### config.mk
export PLATFORM = sky130hd
export DESIGN_NAME = udma_uart_tx_engine
export DESIGN_NICKNAME = d
export VERILOG_FILES = /design/src/rtl/udma_uart_tx_engine.sv
export SDC_FILE = /design/constraint.sdc
export NUM_CORES = 1
export LEC_CHECK = 0
export CELL_PAD_IN_SITES_DETAIL_PLACEMENT = 0
export CELL_PAD_IN_SITES_GLOBAL_PLACEMENT = 1
export CORE_MARGIN = 2
export CORE_UTILIZATION = 45
export CTS_CLUSTER_DIAMETER = 50
export DETAILED_ROUTE_END_ITERATION = 8
export GPL_TIMING_DRIVEN = 0
export PLACE_DENSITY = 0.87
export SLEW_MARGIN = 10
export SYNTH_ARGS = -nofsm -noshare
export SYNTH_HDL_FRONTEND = slang
export SYNTH_SLANG_ARGS = --single-unit
### constraint.sdc
create_clock -name sys_clk_i -period 4.2 [get_ports sys_clk_i]
set_input_delay 0.84 -clock sys_clk_i [delete_from_list [all_inputs] [get_ports sys_clk_i]]
set_output_delay 0.84 -clock sys_clk_i [all_outputs]
set_load 0.02 [all_outputs]
### src/rtl/udma_uart_tx_engine.sv
// uDMA UART transmit engine: TX word FIFO feeding a serialiser with a run-time frame format.
// The frame format is captured at frame start so mid-frame config changes cannot corrupt a frame.
module udma_uart_tx_engine #(
    parameter int FIFO_DEPTH = 4,
    parameter int DIV_W      = 16
) (
    input  logic                          sys_clk_i,
    input  logic                          rst_i,
    input  logic                          cfg_en_i,
    input  logic [DIV_W-1:0]              cfg_div_i,
    input  logic [1:0]                    cfg_bits_i,
    input  logic                          cfg_parity_en_i,
    input  logic                          cfg_parity_odd_i,
    input  logic                          cfg_stop2_i,
    input  logic [7:0]                    data_tx_i,
    input  logic                          data_tx_valid_i,
    output logic                          data_tx_ready_o,
    output logic                          uart_tx_o,
    output logic                          uart_tx_oe_o,
    output logic                          busy_o,
    output logic [$clog2(FIFO_DEPTH):0]   fifo_level_o,
    output logic                          tx_done_evt_o
);
    localparam int AW = $clog2(FIFO_DEPTH);
    localparam int LW = AW + 1;

    typedef enum logic [2:0] {S_IDLE, S_START, S_DATA, S_PARITY, S_STOP} state_t;

    typedef struct packed {
        logic [DIV_W-1:0] div;
        logic [2:0]       last_bit;
        logic             par_en;
        logic             stop2;
    } frame_cfg_t;

    logic [7:0]    mem [FIFO_DEPTH];
    logic [AW-1:0] wr_ptr, rd_ptr;
    logic [LW-1:0] level;
    logic          push, pop;
    logic [7:0]    head, head_mask;

    assign data_tx_ready_o = (level != LW'(FIFO_DEPTH));
    assign push            = data_tx_valid_i && data_tx_ready_o;
    assign head            = mem[rd_ptr];
    assign head_mask       = 8'hFF >> (2'd3 - cfg_bits_i);
    assign fifo_level_o    = level;

    always_ff @(posedge sys_clk_i) begin
        if (push) mem[wr_ptr] <= data_tx_i;
    end

    always_ff @(posedge sys_clk_i) begin
        if (rst_i) begin
            wr_ptr <= '0;
            rd_ptr <= '0;
            level  <= '0;
        end else begin
            if (push) wr_ptr <= wr_ptr + AW'(1);
            if (pop)  rd_ptr <= rd_ptr + AW'(1);
            case ({push, pop})
                2'b10:   level <= level + LW'(1);
                2'b01:   level <= level - LW'(1);
                default: level <= level;
            endcase
        end
    end

    state_t           state, state_n;
    logic [DIV_W-1:0] cnt, cnt_n;
    logic [2:0]       bit_idx, bit_n;
    logic             stop_sec, stop_n;
    logic [7:0]       shreg, sh_n;
    frame_cfg_t       cfg_q, cfg_n;
    logic             par_q, par_n;
    logic             tx_q, tx_n, busy_q, busy_n, done_q, done_n, oe_q;
    logic             start_ok, bit_end, launch;

    assign start_ok = cfg_en_i && (level != '0);
    assign bit_end  = (cnt == '0);

    always_comb begin
        state_n = state;
        cnt_n   = bit_end ? cfg_q.div : cnt - DIV_W'(1);
        bit_n   = bit_idx;
        stop_n  = stop_sec;
        sh_n    = shreg;
        cfg_n   = cfg_q;
        par_n   = par_q;
        tx_n    = tx_q;
        busy_n  = busy_q;
        launch  = 1'b0;
        pop     = 1'b0;

        case (state)
            S_IDLE: begin
                cnt_n  = cnt;
                launch = start_ok;
            end
            S_START: if (bit_end) begin
                state_n = S_DATA;
                tx_n    = shreg[0];
                sh_n    = shreg >> 1;
                bit_n   = '0;
            end
            S_DATA: if (bit_end) begin
                if (bit_idx == cfg_q.last_bit) begin
                    state_n = cfg_q.par_en ? S_PARITY : S_STOP;
                    tx_n    = cfg_q.par_en ? par_q : 1'b1;
                    stop_n  = 1'b0;
                end else begin
                    tx_n  = shreg[0];
                    sh_n  = shreg >> 1;
                    bit_n = bit_idx + 3'd1;
                end
            end
            S_PARITY: if (bit_end) begin
                state_n = S_STOP;
                tx_n    = 1'b1;
                stop_n  = 1'b0;
            end
            S_STOP: if (bit_end) begin
                if (cfg_q.stop2 && !stop_sec) begin
                    stop_n = 1'b1;
                end else if (start_ok) begin
                    launch = 1'b1;
                end else begin
                    state_n = S_IDLE;
                    tx_n    = 1'b1;
                    busy_n  = 1'b0;
                end
            end
            default: state_n = S_IDLE;
        endcase

        // Frame start: pop the head word and capture the whole frame format.
        if (launch) begin
            pop            = 1'b1;
            state_n        = S_START;
            tx_n           = 1'b0;
            busy_n         = 1'b1;
            cnt_n          = cfg_div_i;
            sh_n           = head;
            par_n          = (^(head & head_mask)) ^ cfg_parity_odd_i;
            cfg_n.div      = cfg_div_i;
            cfg_n.last_bit = 3'd4 + 3'(cfg_bits_i);
            cfg_n.par_en   = cfg_parity_en_i;
            cfg_n.stop2    = cfg_stop2_i;
        end

        // Registered pulse: asserted for the final clock of the last stop bit.
        done_n = (state_n == S_STOP) && (cnt_n == '0) && (!cfg_n.stop2 || stop_n);
    end

    always_ff @(posedge sys_clk_i) begin
        if (rst_i) begin
            state    <= S_IDLE;
            cnt      <= '0;
            bit_idx  <= '0;
            stop_sec <= 1'b0;
            shreg    <= '0;
            cfg_q    <= '0;
            par_q    <= 1'b0;
            tx_q     <= 1'b1;
            busy_q   <= 1'b0;
            done_q   <= 1'b0;
            oe_q     <= 1'b0;
        end else begin
            state    <= state_n;
            cnt      <= cnt_n;
            bit_idx  <= bit_n;
            stop_sec <= stop_n;
            shreg    <= sh_n;
            cfg_q    <= cfg_n;
            par_q    <= par_n;
            tx_q     <= tx_n;
            busy_q   <= busy_n;
            done_q   <= done_n;
            oe_q     <= cfg_en_i || busy_q;
        end
    end

    assign uart_tx_o     = tx_q;
    assign busy_o        = busy_q;
    assign tx_done_evt_o = done_q;
    assign uart_tx_oe_o  = oe_q;

endmodule

* Yosys cells after proc, flatten, opt, wreduce, memory -nomap -nowiden
Memory sizes are Yosys's and may differ from the RTL's. A register that Yosys moved wholly into a read port is not among the register bits.
Cells that the tools add are included.
** Cells by class
- Add/subtract/negate cells :: 8
- Equal/unequal tests :: 21
- Shift operators :: 1
- Muxes and demuxes :: 54
- Bitwise operators :: 2
- Reduce and logical (&&, ||, !) cells :: 24
** Operators by type and width (number)
- $mux 16 :: 3
- $mux 3 :: 12
- $logic_not 16->1 :: 2
- $mux 8 :: 4
- $mux 1 :: 26
- $ne 3x3->1 const B :: 8
- $pmux 8 s2 :: 1
- $sub 16x1->16 const B :: 1
- $pmux 3 s5 :: 1
- $pmux 3 s2 :: 2
- $reduce_and 4->1 :: 3
- $and 8x8->8 :: 1
- $ne 2x2->1 const B :: 4
- $reduce_bool 2->1 :: 4
- $reduce_xor 8->1 :: 1
- $shr 8x2->8 const A :: 1
- $reduce_and 7->1 :: 1
- $add 3x1->3 const B :: 2
- $eq 3x2->1 const B :: 2
- $eq 3x3->1 const B :: 2
- $reduce_bool 3->1 :: 2
- $logic_and 1x1->1 :: 5
- $reduce_bool 5->1 :: 1
- $add 2x1->2 const B :: 2
- 16 further kinds :: 19
** Storage, ports and cells
- Flip-flop bits (word level) :: 64
- Memory bits (writable) :: 32
- Output and inout port bits :: 8
- Word-level logic and storage cells :: 128
- Memories kept :: 1
** Memory list
- mem :: depth 4, bits a word 8, rd ports 1, clocked after Yosys merged registers in 1, wr ports 1, RTL line 36 : logic [7:0] mem [FIFO_DEPTH];

* Logic depth before layout (Yosys ltp)
Gate-level depths: netlist (run 1).
- Depth after elaboration :: 10
- Gate-level depth with buffers :: 14
- Depth with buffers taken out :: 12

* Worst setup path before layout (run 1)
OpenSTA, ideal clock, no wires.
- Path type :: in2reg
- Start point :: input cfg_en_i
- End point :: register level[2] (netlist: fifo_level_o[2])
- Arrival time :: 3257 ps
- Path slack :: 872 ps
- Stages :: 12
- Path buffers :: 2
- Path through :: o31a_1 -> nand4_1 -> o21a_2 -> inv_6 -> clkbuf_1 -> clkbuf_1 -> ha_1 -> inv_1 -> fa_1 -> xor2_1 -> or3_1 -> a21oi_1
** On the way
- Word-level cells in the longest chain between the ends :: 8
- Elaborated cells on any way between the ends :: 10
- Classes of those cells :: 2 x eq/ne; 6 x mux; 2 x reduce/logical
** Ends and longest elaborated chain
- start: declaration :: RTL line 9 : input logic cfg_en_i,
- $logic_and 1x1->1 (*) :: RTL line 78 : assign start_ok = cfg_en_i && (level != '0);
- $mux 1 :: RTL line 124 : end else if (start_ok) begin
- $mux 1 :: RTL line 122 : if (cfg_q.stop2 && !stop_sec) begin
- $mux 1 :: RTL line 121 : S_STOP: if (bit_end) begin
- $pmux 1 s2 (*) :: RTL line 94 : case (state)
- $mux 1 (*) :: RTL line 136 : if (launch) begin
- $eq 2x1->1 / $eq 2x2->1 (equally long branches) :: RTL line 60 : case ({push, pop})
- $pmux 3 s2 / $reduce_bool 2->1 (equally long branches)
- end signal: assignment :: RTL line 61 : 2'b10: level <= level + LW'(1);
- end signal: assignment :: RTL line 62 : 2'b01: level <= level - LW'(1);
- end signal: assignment :: RTL line 63 : default: level <= level;
- end: declaration :: RTL line 38 : logic [LW-1:0] level;
Every way passes the cells marked *; elsewhere a longest branch is shown, timed or not.
A chain may end at the register's enable or synchronous reset.

* Final worst setup path (run 1)
Same ends and word-level chain as after synthesis.

==> out/results.ini, run 1 <==
[setup_path]
cp-end-kind = flip-flop
worstPathArrival_ns = 3.91
cp.required_ns = 4.51
crit_type = in2reg
cpPeakStageDelay_ns = 0.51
crit_slowest_cell = clkdlybuf4s50_1
cp_max_fo = 18
path_cells = clkdlybuf4s50_1 > o31a_1 > nand4_1 > o21a_2 > inv_6 > clkbuf_2 > ha_1 > inv_1 > fa_1 > xor2_1 > or3_1 > a21oi_1
cp-start-kind = input port

[power]
power_mw = 4.56
leakagePower_nw = 2.02
powerDensity_nw_per_um2 = 812
irDropWorstVdd_mv = 0.320

[cts]
cts_max_level = 3
hold_buffers = 0
cts_made_buffers = 9
clk_latency_ns = 0.39
cts_setup_buffers = 0
clk_path_buf_depth = 2
cts_tree = built
clock_sinks = 98
path_clk_slew_ns = 0.11
cts.repair.resized = 1
cts-root-buf = clkbuf_8

[timing]
rsz0062_at_grt = false
period_share_pct = 85.8
worst_pin_slew_ns = 0.840
finalSetupViolations = 0
finalMaxSlewViolations = 0
fmax_ghz = 0.278
final_hold_viol_count = 0
slew_headroom_pct = 43.5
final.setup_skew_ns = 0.0184
min_period_ns = 3.60

[global_route]
grt_usage_pct = 22.6
antenna_found_initial = 0
grt_pass1_wl_um = 19900
grt_pass1_vias = 3767
grt_max_degree = 21
grt_overflow = 0

[die]
die_w_um = 108
initial_core_util_pct = 46.6
design.core.area_um2 = 10400
io_pins = 41
dieArea_um2 = 11600
rows = 37
fp.dieH_um = 108

[placement]
io_buffers = 39
hpwl_um = 9250
placed_area_um2 = 5410
place_congestion = 0.909

[route]
vias_per_cell = 5.77
wirelength_um = 12500
first_pass_iters = 5
drc = 0
drtIter0Drc = 391
wl_per_cell_um = 18.0
postRouteAntennaNets = 0
dr_total_vias = 4019

[synth]
ys_ff_latch = 98
yosys_warnings = 0
async_flop_share_pct = 0
syn-num-nets = 548
ys_types = 66
syn-cell-area_um2 = 4850
yosysSeqAreaShare_pct = 47.0
synth_ff_type = dfxtp_1
synthCells = 506
postSynthAreaPerCell_um2 = 9.59
synth_edf_count = 32

[final_layout]
layout_common_cells = 66 x dfxtp_1, 60 x nand2_1, 50 x nor2_1
final_common_cell = dfxtp_1
area_growth_pct = 15.7
nNetsFinal = 597
drive_gt1_share_pct = 9.46
stdcell_area_um2 = 5610
diodes = 0
post-route-util_pct = 53.9

[status]
run_status = finished clean

[hold_path]
min_path_type = reg2reg

[job]
max_cap_violations = 0

## metrics by stage
step,setup WS (ns),std cells,TNS (ns),hold slack [ns]
finish,0.597,696,0,0.463
global placement,-0.402,681,-0.604,0.440
CTS,0.136,697,0,0.464
detailed placement,-0.432,681,-0.629,0.449
floorplan,0.872,506,0,0.431
global route,0.423,696,0,0.481
## report_power, final
part | switching (mW) | internal [mW] | total, mW
Clock | 0.395 | 0.236 | 0.631
Combinational | 1.50 | 0.979 | 2.48
Sequential | 0.215 | 1.23 | 1.44
## cell type report
type	instances	area (um^2)
fill	987	4800
multi-input combinational	360	2330
sequential	98	2280
timing repair buffer	39	390
tap	136	170
buffer	29	161
clock buffer	9	124
clock inverter	7	78.8
inverter	18	72.6
## critical path, delay by kind of cell
| family | cells | cell delay [ns] |
|---|---|---|
| xor gates and xnor gates | 1 | 0.16 |
| AOI/OAI and AO/OA | 3 | 0.79 |
| buffers and inverters | 4 | 1.03 |
| adders and majority gates | 2 | 0.63 |
| and+or+nand+nor | 2 | 0.44 |
## synth_stat cells (all sizes together), types with 3 or more instances
cell | n | area, um^2
and3 | 9 | 56.3
mux2i | 10 | 100
a211oi | 15 | 113
or3 | 4 | 25.0
nand3 | 9 | 45.0
o21a | 4 | 31.3
o31ai | 6 | 45.0
nand4 | 6 | 37.5
buf | 10 | 58.8
mux4 | 8 | 180
o211ai | 4 | 30.0
clkbuf | 20 | 105
xnor2 | 9 | 78.8
nor3 | 15 | 96.4
a21oi | 49 | 245
o21ai | 20 | 108
nand2b | 4 | 25.0
nor2b | 6 | 37.5
nor4 | 7 | 73.8
a22oi | 3 | 22.5
a31oi | 6 | 37.5
nor2 | 50 | 188
edfxtp | 32 | 961
and2 | 4 | 25.0
nand2 | 61 | 231
dfxtp | 66 | 1320
o31a | 6 | 55.1
ha | 8 | 100
xor2 | 7 | 61.3
inv | 18 | 72.6
## per-layer routing
metal	vias to the layer above	global-route usage, %	wire length (um)
met5	-	0	0
met4	0	8.33	266
met3	19	2.72	810
met2	137	33.7	5490
met1	1918	33.6	5980
li1	1945	-	-
## path summary, 6_finish.rpt
kind	slack, ns	endpoint	depth (start not counted)	startpoint
setup / recovery	0.60	fifo_level_o[2]$_SDFFE_PP0P_	12	cfg_en_i
hold reg to reg	0.46	cfg_q[16]$_SDFFE_PP0P_	2	cfg_q[16]$_SDFFE_PP0P_
setup reg to reg	0.76	fifo_level_o[2]$_SDFFE_PP0P_	13	cnt[0]$_SDFF_PP0_
hold / removal	0.46	cfg_q[16]$_SDFFE_PP0P_	2	cfg_q[16]$_SDFFE_PP0P_
## cells by family (layout without fill, tap and decap cells)
group	Yosys count	count (layout)	share of synthesized area (%)
simple gates	186	186	19.3
compound gates	131	131	17.7
flops	98	98	47.0
buf+inv	48	102	4.87
mux	18	18	5.78
xor+xnor	16	16	2.89
fa+ha+maj	9	9	2.48
## registers in the layout, indices dropped and copies added (netlist names), named ones only
signal         cells
tx_done_evt_o      1
wr_ptr             2
state              3
cfg_q             21
uart_tx_o          1
busy_o             1
mem               32
bit_idx            3
uart_tx_oe_o       1
fifo_level_o       3
shreg              8
par_q              1
cnt               16
rd_ptr             2
stop_sec           1
Power figures use the tool's default switching activity.
==> run 2: changes to the inputs <==
ABC_AREA = 0   (was unset)
SKIP_LAST_GASP = 1   (was unset)
==> results of run 2 <==
Same layout as run 1: the final DEF is identical, and so are final timing and power.
==> RTL change 1: new RTL, flow settings as in run 1 <==
Encoding of `state_t`: now Gray code (3 bits for 5 states).
--- a/src/rtl/udma_uart_tx_engine.sv
+++ b/src/rtl/udma_uart_tx_engine.sv
@@ -24,7 +24,7 @@
     localparam int AW = $clog2(FIFO_DEPTH);
     localparam int LW = AW + 1;
 
-    typedef enum logic [2:0] {S_IDLE, S_START, S_DATA, S_PARITY, S_STOP} state_t;
+    typedef enum logic [2:0] {S_IDLE = 3'b000, S_START = 3'b001, S_DATA = 3'b011, S_PARITY = 3'b010, S_STOP = 3'b110} state_t;
 
     typedef struct packed {
         logic [DIV_W-1:0] div;
Check against the original RTL: same outputs for any inputs over 10 cycles, from zero or initial values and one cycle with rst_i high; not proved beyond that.
==> RTL change 1 against run 1 <==
  * Setup slack improved by 0.0027 ns
  * First-iteration DRC count is 21% lower
  * Wire length is 6.0% lower
  * Register-to-register slack better by 0.03 ns
  * Sequential power shrank 3%
  * Clock skew decreased by 0.0033 ns
  * Total power down 6.6%
  * Cell area fell by 1.7%
  * Synthesized area down 2.0%
  * Hold slack worse by 0.0055 ns
  * Sequential cell count stayed put
  * Utilization down 0.21 points
  * Critical endpoint unchanged
  * Largest cell class is now registers
  * Highest routed layer unchanged
==> RTL change 1: results (changes against run 1) <==
* Commonest cells in the netlist: nand2_1, dfxtp_1, a21oi_1
* Hold_sp: cfg_q[15]
* YS warnings at 0 (unchanged)
* Max_slew headroom at 51.1% (+7.5 points)
* Switching power at 1.91 mW (-9.8%)
* ANT cells at 0 (unchanged)
* Vias per Instance at 5.68 (-1.7%)
* Fill cell count at 950 (-3.7%)
* Async S/R FF share, synth at 0% (unchanged)
* GRT Total Usage at 21.8% (-0.83 points)
* Status: finished, final reports clean
* Clk_lat worst skew at 0.38 ns
* Vias in the first global route at 3,794 (+0.72%)
* Max-slew violations at 0 (unchanged)
* Max VDD drop at 0.294 mV (-7.9%)
* Hold Crit Class: flop to flop
* Pin count of the biggest net entering global routing at 21 (unchanged)
* Post-CTS Setup Bufs at 0 (unchanged)
* Syn_nets at 525 (-4.2%)
* Worst setup path end: fifo_level_o[2]
* Pre-Repair DR Iteration Count at 4 (-1)
* Worst hold path depth at 2 (unchanged)
* Worst R2R Setup Slack at 0.79 ns (+0.03 ns)
* First-pass GRT wire length at 19,300 um (-3.1%)
* 1st-iter DRT viols at 307 (-21%)
* Final period util at 85.7% (about the same)
* CP Max Fanout at 19 (+1)
* Synth Flop Type: dfxtp_1
* Wire per inst at 17.5 um (-2.8%)
* H-tree levels at 3 (unchanged)
* Worst clock skew at 0.0150 ns (-0.00332 ns)
* CTS root buffer: clkbuf_8
* Pre-CTS worst setup slack at -0.719 ns (-0.286 ns)
* Post-DP HPWL at 8620 um (-6.8%)
* RePlAce Congestion at 0.929 (+2.2%)
* Worst endpoint data arrival time at 3.91 ns (about the same)
* Seq/Total Area, Yosys at 48.0% (+0.98 points)
* Layout cell share with drive strength beyond 1 at 10.2% (+0.78 points)
* Port bufs at 39 (unchanged)
* Static leakage at 1.88 nW (-6.7%)
* Distinct cells, synth at 75 (+14%)
* Post-layout nets at 574 (-3.9%)
* Top post-synthesis cells by area: dfxtp_1, edfxtp_1, nand2_1
## RTL change 1: worst min-delay path by stage
stage / to / slack, ns
detailed placement: cfg_q[15] / 0.45
CTS: cfg_q[15] / 0.46
finish: cfg_q[15] / 0.46
global placement: cfg_q[15] / 0.44
global route: cfg_q[15] / 0.48
floorplan: cfg_q[15] / 0.43
## RTL change 1: stage by stage
step	power [mW]	area (um^2)	hold WS [ns]	instances	setup TNS, ns
finish	4.25	5520	0.457	673	0
global route	4.55	5520	0.483	673	0
CTS	4.25	5520	0.461	674	0
global placement	3.58	5310	0.441	658	-1.03
floorplan	3.04	4750	0.433	483	0
detailed placement	3.63	5310	0.446	658	-1.27
## RTL change 1: cell families after synthesis
group / count (synthesis) / synth area share, %
buffers and inverters: 41 / 4.58
flip-flops: 98 / 48.0
AO/OA/AOI/OAI: 120 / 16.7
adder cells (fa/ha/maj): 9 / 2.53
AND/OR/NAND/NOR: 182 / 19.5
XOR/XNOR: 17 / 3.13
multiplexers: 16 / 5.50
## RTL change 1: repair_timing
item	4_1_cts	5_1_grt
resized for setup	1	0
endpoints found under the setup margin	2	2
gates cloned	0	0
## RTL change 1: cell type report
class | count | share of cell area (%)
plain buffers | 27 | 2.95
clock buffers | 9 | 2.25
clock inverters | 7 | 1.38
inverters | 13 | 0.930
multi-input cells | 344 | 41.0
flip-flops and latches | 98 | 41.4
well taps | 136 | 3.08
repair buffers | 39 | 7.08
## RTL change 1: metal layers
layer | track usage [%] | up-vias | share of wire [%]
li1 | - | 1853 | -
met1 | 30.6 | 1861 | 46
met2 | 33.8 | 93 | 46
met3 | 4.98 | 15 | 6.3
met4 | 6.31 | 0 | 1.5
met5 | 0 | - | 0
## RTL change 1: critical path, stage by stage
cell	delay [ns]
clkdlybuf4s50_1	0.55
o31ai_4	0.16
nor4b_2	0.54
a21oi_4	0.21
inv_4	0.16
buf_8	0.20
ha_1	0.21
inv_1	0.06
fa_1	0.37
xor2_1	0.15
or3_1	0.30
a21oi_1	0.13
## RTL change 1: power groups by stage
| stage | sequential [mW] | combinational [mW] | clock, mW |
|---|---|---|---|
| finish | 1.40 | 2.23 | 0.620 |
| global placement | 1.41 | 2.17 | 0 |
| floorplan | 1.39 | 1.65 | 0 |
| CTS | 1.40 | 2.22 | 0.629 |
| detailed placement | 1.42 | 2.21 | 0 |
| global route | 1.43 | 2.45 | 0.667 |
==> RTL change 2: new RTL, config.mk and constraints of run 1 <==
Without the edit above. Set the parameter `FIFO_DEPTH` to 16 (it was 4).
--- a/src/rtl/udma_uart_tx_engine.sv
+++ b/src/rtl/udma_uart_tx_engine.sv
@@ -1,7 +1,7 @@
 // uDMA UART transmit engine: TX word FIFO feeding a serialiser with a run-time frame format.
 // The frame format is captured at frame start so mid-frame config changes cannot corrupt a frame.
 module udma_uart_tx_engine #(
-    parameter int FIFO_DEPTH = 4,
+    parameter int FIFO_DEPTH = 16,
     parameter int DIV_W      = 16
 ) (
     input  logic                          sys_clk_i,
Interface: changed (resized fifo_level_o); port bits go from 41 to 43. The function was not compared with the original's and may differ.
==> RTL change 2 against run 1 <==
  * Clock skew is essentially flat
  * Final cell count up 54%
  * Setup slack got worse by 0.35 ns
  * Count of clock-buffer cells in the layout increased by 16
  * Total power grew 72%
  * Sequential power is 78% higher
  * Clock power grew to 3.2 times the old value
  * Synthesized cell count grew 43%
  * Wire length increased by 69%
  * Sequential cell count increased by 104
  * Cell area grew 88%
  * Synthesized area up 85%
  * Sequential share of layout area rose by 9.9 points
  * Non-clock buffer count grew 20
==> RTL change 2: results (changes against run 1) <==
* CTS Buf Count at 23 (+14)
* Synth Flop Type: edfxtp_1
* Post-DP HPWL at 14,400 um (+56%)
* Synth Area in Compound Gates at 11.0% (-6.7 points)
* Wire per inst at 19.8 um (+9.7%)
* H-tree levels at 1 (-2)
* Post-synth EDFFs at 128 (+300%)
* Biggest regs: mem x128, cfg_q x21, cnt x16
* Syn_nets at 769 (+40%)
* Port bufs at 41 (+5.1%)
* Top post-synthesis cells by area: edfxtp_1, dfxtp_1, mux4_2
* 1st-iter DRT viols at 545 (+39%)
* Static leakage at 3.56 nW (+76%)
* RePlAce Congestion at 0.902 (-0.77%)
* CP Max Fanout at 10 (-8)
* Worst endpoint data arrival time at 4.39 ns (+0.48 ns)
* Pre-CTS worst setup slack at -0.360 ns (+0.0726 ns)
* Worst hold-check slack at 0.454 ns (-0.00864 ns)
* CP delay by family, top: simple AND/OR/NAND/NOR gates
* Synth Area in Adders at 1.90% (-0.58 points)
* R2R Path End: fifo_level_o[4]
* Worst clock skew at 0.0185 ns (+0.000120 ns)
* Critical path's slowest cell: or4_4
* Post-layout nets at 837 (+40%)
* GRT Total Usage at 20.0% (-2.6 points)
* XOR/XNOR Fraction of Synth Area at 2.11% (-0.78 points)
* Worst flop-to-flop path startpoint: cnt[2]
* Placed cells at 1,029 (+51%)
* CP max stage delay at 0.54 ns (+0.03 ns)
* Avg Cell Area, Syn at 12.4 um^2 (+29%)
* Seq/Total Area, Yosys at 59.4% (+12 points)
* Fin cells at 1,072 (+54%)
* CTS root buffer: clkbuf_16
* Hold Path Sink: cfg_q[14]
* CTS clk-pin slew, worst paths at 0.05 ns (-0.06 ns)
* Dpl cell area at 9700 um^2 (+79%)
* Reg2Reg Depth at 18 (+5)
* Status: finished, final reports clean
* Hold_sp: cfg_q[14]
* Max VDD drop at 0.432 mV (+35%)
* Commonest cells in the netlist: edfxtp_1, dfxtp_1, nand2_1
* Max_slew headroom at 18.8% (-25 points)
* First-pass GRT wire length at 33,200 um (+67%)
## RTL change 2: cell count changes after synthesis, sizes merged, moves of 7 or more
cell    change
edfxtp     +96
mux4       +25
nor2       +16
nand2      +11
and3        -8
clkbuf      +8
dfxtp       +8
buf         +7
nand2b      +7
o21ai       -7
## RTL change 2: cells by family after synthesis
logic type                 after synthesis
muxes                                   44
adders and majority gates               13
DFF                                    202
buffers and inverters                   63
AOI/OAI and AO/OA                      146
and+or+nand+nor                        235
xor gates and xnor gates                20
## RTL change 2: timing repair
item,4_1_cts,5_1_grt
gates resized for setup,2,5
pin swaps,3,1
buffers inserted,3,0
setup endpoints to repair,2,2
## RTL change 2: final cells by class
class / instances / area (um^2)
Clock inverter: 16 / 178
Fill cell: 1704 / 9000
Buffer: 44 / 210
Tap cell: 265 / 332
Inverter: 18 / 67.6
Multi-Input combinational cell: 458 / 3390
Timing Repair Buffer: 44 / 433
Clock buffer: 25 / 593
Sequential cell: 202 / 5330
## RTL change 2: worst max-delay path by stage
stage	slack, ns	start	cells past startpoint	end
floorplan	0.35	cnt[2]	18	fifo_level_o[4]
global placement	-0.29	cnt[2]	18	fifo_level_o[4]
detailed placement	-0.36	cnt[2]	18	fifo_level_o[4]
CTS	0.04	cnt[6]	18	fifo_level_o[4]
global route	0.009	cnt[2]	18	fifo_level_o[4]
finish	0.24	cnt[2]	18	fifo_level_o[4]
## RTL change 2: worst min-delay path, delay by kind of cell (launching register included)
kind	cells	cell delay [ns]
AOI/OAI and AO/OA	1	0.05
DFF	1	0.30
and+or+nand+nor	1	0.05
## RTL change 2: power breakdown
group | total, mW | switching [mW] | internal [mW]
combinational | 3.27 | 1.97 | 1.30
clock | 2.02 | 0.800 | 1.22
sequential | 2.56 | 0.199 | 2.36
total | 7.84 | 2.97 | 4.88
## RTL change 2: per-layer routing
metal	routed length (um)	global-route usage, %	vias up	part of all wire, %
li1	-	-	2872	-
met4	609	6.62	0	2.9
met5	0	0	-	0
met1	8730	25.3	3010	41
met2	10600	34.9	210	50
met3	1280	3.65	49	6.0
